File: config.mk
export PLATFORM = sky130hd
export DESIGN_NAME = led_count_ctrl
export DESIGN_NICKNAME = d
export VERILOG_FILES = /design/src/rtl/led_count_ctrl.sv
export SDC_FILE = /design/constraint.sdc
export NUM_CORES = 1
export LEC_CHECK = 0
export CELL_PAD_IN_SITES_DETAIL_PLACEMENT = 1
export CELL_PAD_IN_SITES_GLOBAL_PLACEMENT = 2
export CORE_MARGIN = 8
export CORE_UTILIZATION = 25
export DETAILED_ROUTE_END_ITERATION = 12
export GPL_ROUTABILITY_DRIVEN = 0
export PLACE_DENSITY_LB_ADDON = 0.2
export SLEW_MARGIN = 40
export SYNTH_ARGS = -nofsm -noshare
export SYNTH_HDL_FRONTEND = slang
export SYNTH_SLANG_ARGS = --single-unit
File: constraint.sdc
create_clock -name clk -period 4.4 [get_ports clk]
set_input_delay 1.32 -clock clk [delete_from_list [all_inputs] [get_ports clk]]
set_output_delay 1.32 -clock clk [all_outputs]
set_load 0.05 [all_outputs]
File: src/rtl/led_count_ctrl.sv
// Command-driven controller for the 8-bit LED counter: a run/pause FSM that
// owns the prescaler, the count register and a one-command-per-two-cycles port.
module led_count_ctrl #(
  parameter int unsigned CLK_FREQ = 25_000_000
) (
  input  logic       clk,
  input  logic       rst_n,
  input  logic       cmd_valid,
  output logic       cmd_ready,
  input  logic [2:0] cmd_op,
  input  logic [7:0] cmd_data,
  output logic [7:0] leds,
  output logic       running,
  output logic       tick,
  output logic       wrap
);

  typedef enum logic {
    S_IDLE = 1'b0,
    S_RUN  = 1'b1
  } state_t;

  typedef enum logic [2:0] {
    OP_NOP      = 3'd0,
    OP_START    = 3'd1,
    OP_STOP     = 3'd2,
    OP_CLEAR    = 3'd3,
    OP_LOAD     = 3'd4,
    OP_SET_DIR  = 3'd5,
    OP_SET_RATE = 3'd6,
    OP_RSVD     = 3'd7
  } op_t;

  localparam logic [31:0] CLK_FREQ_W = 32'(CLK_FREQ);

  state_t      state_q, state_d;
  logic [31:0] pre_q, pre_d;
  logic [7:0]  leds_q, leds_d;
  logic        dir_q, dir_d;
  logic [1:0]  rate_q, rate_d;
  logic        tick_q, tick_d;
  logic        wrap_q, wrap_d;
  logic        ready_q, ready_d;

  logic [31:0] pre_last;
  logic        accept;
  logic        step_due;
  logic        step_blocked;
  op_t         op;

  assign pre_last = (CLK_FREQ_W >> rate_q) - 32'd1;
  assign accept   = cmd_valid && ready_q;
  assign op       = op_t'(cmd_op);
  assign step_due = (state_q == S_RUN) && (pre_q == pre_last);

  // Commands that rewrite the count or stop the counter take the cycle away
  // from a coinciding step; the rest let the step through with the old dir.
  always_comb begin
    step_blocked = 1'b0;
    if (accept) begin
      case (op)
        OP_STOP, OP_CLEAR, OP_LOAD, OP_SET_RATE: step_blocked = 1'b1;
        default:                                 step_blocked = 1'b0;
      endcase
    end
  end

  always_comb begin
    state_d = state_q;
    pre_d   = pre_q;
    leds_d  = leds_q;
    dir_d   = dir_q;
    rate_d  = rate_q;
    tick_d  = 1'b0;
    wrap_d  = 1'b0;
    ready_d = !accept;

    if (state_q == S_RUN) begin
      if (!step_due) begin
        pre_d = pre_q + 32'd1;
      end else if (!step_blocked) begin
        pre_d  = '0;
        leds_d = dir_q ? (leds_q - 8'd1) : (leds_q + 8'd1);
        tick_d = 1'b1;
        wrap_d = dir_q ? (leds_q == 8'h00) : (leds_q == 8'hFF);
      end
    end

    if (accept) begin
      case (op)
        OP_START: state_d = S_RUN;
        // Holding pre (at P-1 on a collision) means no phase is lost on resume.
        OP_STOP: begin
          state_d = S_IDLE;
          pre_d   = pre_q;
        end
        OP_CLEAR: begin
          leds_d = '0;
          pre_d  = '0;
        end
        OP_LOAD: begin
          leds_d = cmd_data;
          pre_d  = '0;
        end
        OP_SET_DIR: dir_d = cmd_data[0];
        OP_SET_RATE: begin
          rate_d = cmd_data[1:0];
          pre_d  = '0;
        end
        default: ;
      endcase
    end
  end

  always_ff @(posedge clk) begin
    if (!rst_n) begin
      state_q <= S_IDLE;
      pre_q   <= '0;
      leds_q  <= '0;
      dir_q   <= 1'b0;
      rate_q  <= '0;
      tick_q  <= 1'b0;
      wrap_q  <= 1'b0;
      ready_q <= 1'b1;
    end else begin
      state_q <= state_d;
      pre_q   <= pre_d;
      leds_q  <= leds_d;
      dir_q   <= dir_d;
      rate_q  <= rate_d;
      tick_q  <= tick_d;
      wrap_q  <= wrap_d;
      ready_q <= ready_d;
    end
  end

  assign cmd_ready = ready_q;
  assign leds      = leds_q;
  assign running   = (state_q == S_RUN);
  assign tick      = tick_q;
  assign wrap      = wrap_q;

endmodule

==> reports/qor.log <==
[status] result of the run completed
[cells_and_area] Diodes inserted 0
[worst_setup_path] worst-path cell with the longest stage delay sky130_fd_sc_hd__clkdlybuf4s50_1
[worst_setup_path] destination of the worst register-to-register timing path leds[2]$_SDFF_PN0_
[global_routing] all-layer global routing usage 15.0%
[worst_setup_path] required time worst endpoint 4.62 ns
[worst_setup_path] length in cells of the worst reg-to-reg path 9
[worst_setup_path] origin of the critical flop-to-flop path rate_q[1]$_SDFFE_PN0P_
[route] per-cell via count in the routed design 5.49
[floorplanning] total core area 0.0127 sq mm
[sta] time the final worst path needs with I/O delays and setup 3.47 ns
[clock_tree] number of clock sinks 47
[hold_path] number of stages on the worst hold path 2
[worst_setup_path] top cell family by delay on the critical path compound AO/OA/AOI/OAI gates
[sta] setup TNS 0 ns
[hold_path] worst hold-check path type register to register
[sta] worst clock skew on the final layout 0.0157 ns
[synthesis] Post-Synthesis Cells 424
[clock_tree] library cell used as clock root buffer sky130_fd_sc_hd__clkbuf_16
[clock_tree] buffers inserted during post-CTS setup optimization 0
[worst_setup_path] delay contributed by the slowest stage of the critical path 0.65 ns
[place] half-perimeter wire length after placement 9120 um
[worst_setup_path] Crit Path Category input port to register
[sta] fin. max-slew vios 0
[pwr] VDD IR max 0.128 mV
[hold_path] startpoint of the lowest-slack hold path pre_q[31]$_SDFFE_PN0P_
[clock_tree] Max Root-Sink Buffers 2
[floorplanning] Starting Density 25.7%
[clock_tree] maximum level of the CTS H-tree 2
[worst_setup_path] buffers plus inverters on the worst setup path 1
[synthesis] post-synthesis sequential element count 47
[global_routing] GR Overflow Total 0
[floorplanning] total I/O pin count 26
[pwr] Leakage 1.22 nW
[worst_setup_path] Critical Path AT 3.69 ns
[sta] Setup-failing EPs final 0
[place] Placement Setup Slack 0.584 ns
[clock_tree] Skew-Pair Late Insertion Delay 0.31 ns
[cells_and_area] share of final-layout standard cells stronger than drive strength 1 6.12%
[global_routing] via count of the first global-routing pass 3408
[clock_tree] CTS-repair resized insts 0
[place] cell count after placement 605
[cells_and_area] Layout Nets 463
[sta] highest clock rate 288 MHz
[clock_tree] clock slew at reported path FFs 0.07 ns
[route] number of DRC markers after the initial detailed-route iteration 171
[sta] transition at the pin with the smallest max-transition slack 0.752 ns
[flow_run] reported max-cap violation count 0
[route] average detailed-routed wire length per instance 19.5 um
[cells_and_area] Post-Layout Inst Area 0.00383 sq mm
[synthesis] cell types with the largest area share after synthesis sky130_fd_sc_hd__dfxtp_1, sky130_fd_sc_hd__a21oi_1, sky130_fd_sc_hd__o21ai_0
[sta] fin crit share 78.9%
[cells_and_area] non-filler cells in the finished layout 613
[route] DRC violations left 0
[route] Routed Antenna Nets 0
[synthesis] proportion of register bits with asynchronous set or reset after synthesis 0%
[cells_and_area] layout overhead on the synthesized area 17.8%
[floorplanning] std cell rows 41
[pwr] cell area power density 252 mW/mm^2
[hold_path] end point of the most critical hold path pre_q[31]$_SDFFE_PN0P_
[sta] Final Hold Viols 0
[place] total of buffers placed on input and output ports 25
[route] final wirelength 12000 um
[synthesis] sequential area share after synthesis 28.9%
[synthesis] net count of the mapped netlist 447
[clock_tree] TritonCTS Buffers 5
[synthesis] number of synthesized flops with an enable pin 0
[synthesis] fraction of post-synthesis cell area in the top cell type by area 28.9%
[worst_setup_path] Reg2Reg Setup Slack 1.09 ns
[sta] relative slew slack 49.7%
[synthesis] post-synthesis cell type count 65
[synthesis] Syn Std Cell Area 0.00325 sq mm
[sta] min setup slack post-route 0.928 ns
[clock_tree] CTS tree built
[synthesis] Synth Warn # 0
[synthesis] largest area contributor in the synthesized netlist sky130_fd_sc_hd__dfxtp_1
[worst_setup_path] critical path capture point type register
[place] placed instance area 0.00368 sq mm
[worst_setup_path] Worst setup SP type input port
[clock_tree] number of buffers inserted for hold repair after clock tree synthesis 0
[global_routing] first-pass GRT wire length 19600 um
[floorplanning] total die area 0.0169 sq mm
[global_routing] maximum number of pins on one net before global-route repair 18
[sta] setup repair after global routing missed its margin false
[global_routing] initial antenna violation count 0
[route] total vias in the final route 3366
[synthesis] library cell with the highest instance count after synthesis sky130_fd_sc_hd__dfxtp_1
[floorplanning] horizontal extent of the die 130 um
[synthesis] Primary FF master, synth sky130_fd_sc_hd__dfxtp_1
[route] number of detailed-routing iterations run before antenna repair 4
[synthesis] synthesized area per cell 7.67 sq um
[synthesis] most numerous cell types in the synthesized netlist sky130_fd_sc_hd__dfxtp_1, sky130_fd_sc_hd__a21oi_1, sky130_fd_sc_hd__nand2_1
[worst_setup_path] maximum fanout count along the critical path 11
[floorplanning] height of the chip 130 um
[worst_setup_path] worst path cell trace clkdlybuf4s50_1 -> nand2b_1 -> a21o_1 -> nand2_1 -> a31oi_2 -> a31oi_1 -> a211oi_1
[power breakdown]
part           leakage, nW  switching [mW]  internal [mW]
Combinational        0.766          0.0780         0.0448
Clock               0.0710           0.188          0.214
Sequential           0.379         0.00988          0.431
[kinds of logic (layout without fill, tap and decap cells)]
family	count (synthesis)	after routing	share of synthesized area, %
adders and majority gates	9	9	3.69
buffers and inverters	39	56	5.04
xor gates and xnor gates	6	6	1.62
AOI/OAI and AO/OA	124	124	24.5
muxes	8	8	2.46
and+or+nand+nor	191	191	33.8
DFF	47	47	28.9
[registers in the layout, summed over array words and instances, names as in the netlist]
name	cells
leds	8
tick	1
wrap	1
rate_q	2
cmd_ready	1
running	1
dir_q	1
pre_q	32
[metal layers]
layer | routed length (um) | GRT usage [%] | vias up
met4 | 303 | 5.87 | 0
met5 | 0 | 0 | -
met3 | 378 | 2.94 | 17
met2 | 5510 | 24.2 | 50
li1 | - | - | 1648
met1 | 5770 | 19.3 | 1651
[cell usage in the layout (no fill, tap or decap), drive strengths merged, types with 6 or more instances in the layout]
master	n
dfxtp	47
a21oi	42
nand2	41
o21ai	32
nor2	29
clkdlybuf4s50	25
nor3	21
nand3	19
nand4	14
inv	13
a31oi	11
buf	10
nor4	10
mux2i	8
ha	8
or3	7
and4	6
nand2b	6
clkbuf	6
[worst register-to-register path: stages (launching register included)]
cell	delay, ns
sky130_fd_sc_hd__dfxtp_1	0.65
sky130_fd_sc_hd__and2_1	0.25
sky130_fd_sc_hd__inv_1	0.05
sky130_fd_sc_hd__ha_1	0.29
sky130_fd_sc_hd__xor2_1	0.13
sky130_fd_sc_hd__o21ai_0	0.19
sky130_fd_sc_hd__nor4b_4	0.53
sky130_fd_sc_hd__nand4_2	0.43
sky130_fd_sc_hd__or3_1	0.51
sky130_fd_sc_hd__a31oi_1	0.19
[cell type report]
class                      count  area [sq um]
multi-input combinational    338          2150
inverter                      13          48.8
clock buffer                   6           129
sequential                    47           941
fill                        1569          8840
timing repair buffer          35           325
clock inverter                 2          17.5
tap                          172           215
[through the flow]
| stage | power [mW] | hold WS, ns | util, % |
|---|---|---|---|
| 2_1_floorplan | 0.522 | 0.472 | - |
| 3_3_place_gp | 0.573 | 0.497 | 29.0 |
| 3_5_place_dp | 0.574 | 0.514 | 29.0 |
| 4_1_cts | 0.983 | 0.527 | 30.2 |
| 5_1_grt | 1.01 | 0.567 | 30.2 |
| 6_report | 0.965 | 0.519 | 30.2 |
[worst max-delay path by stage]
| stage | slack, ns | depth (start not counted) | start | endpoint |
|---|---|---|---|---|
| after detailed placement | 0.58 | 7 | cmd_op[0] | pre_q[20]$_SDFFE_PN0P_ |
| final | 0.93 | 7 | cmd_op[0] | pre_q[20]$_SDFFE_PN0P_ |
| after global routing | 0.65 | 7 | cmd_op[0] | pre_q[20]$_SDFFE_PN0P_ |
| after floorplan | 1.41 | 6 | cmd_op[1] | pre_q[18]$_SDFFE_PN0P_ |
| after global placement | 0.69 | 7 | cmd_op[0] | pre_q[20]$_SDFFE_PN0P_ |
| after CTS | 0.91 | 7 | cmd_op[0] | pre_q[20]$_SDFFE_PN0P_ |
Power figures use the tool's default switching activity.
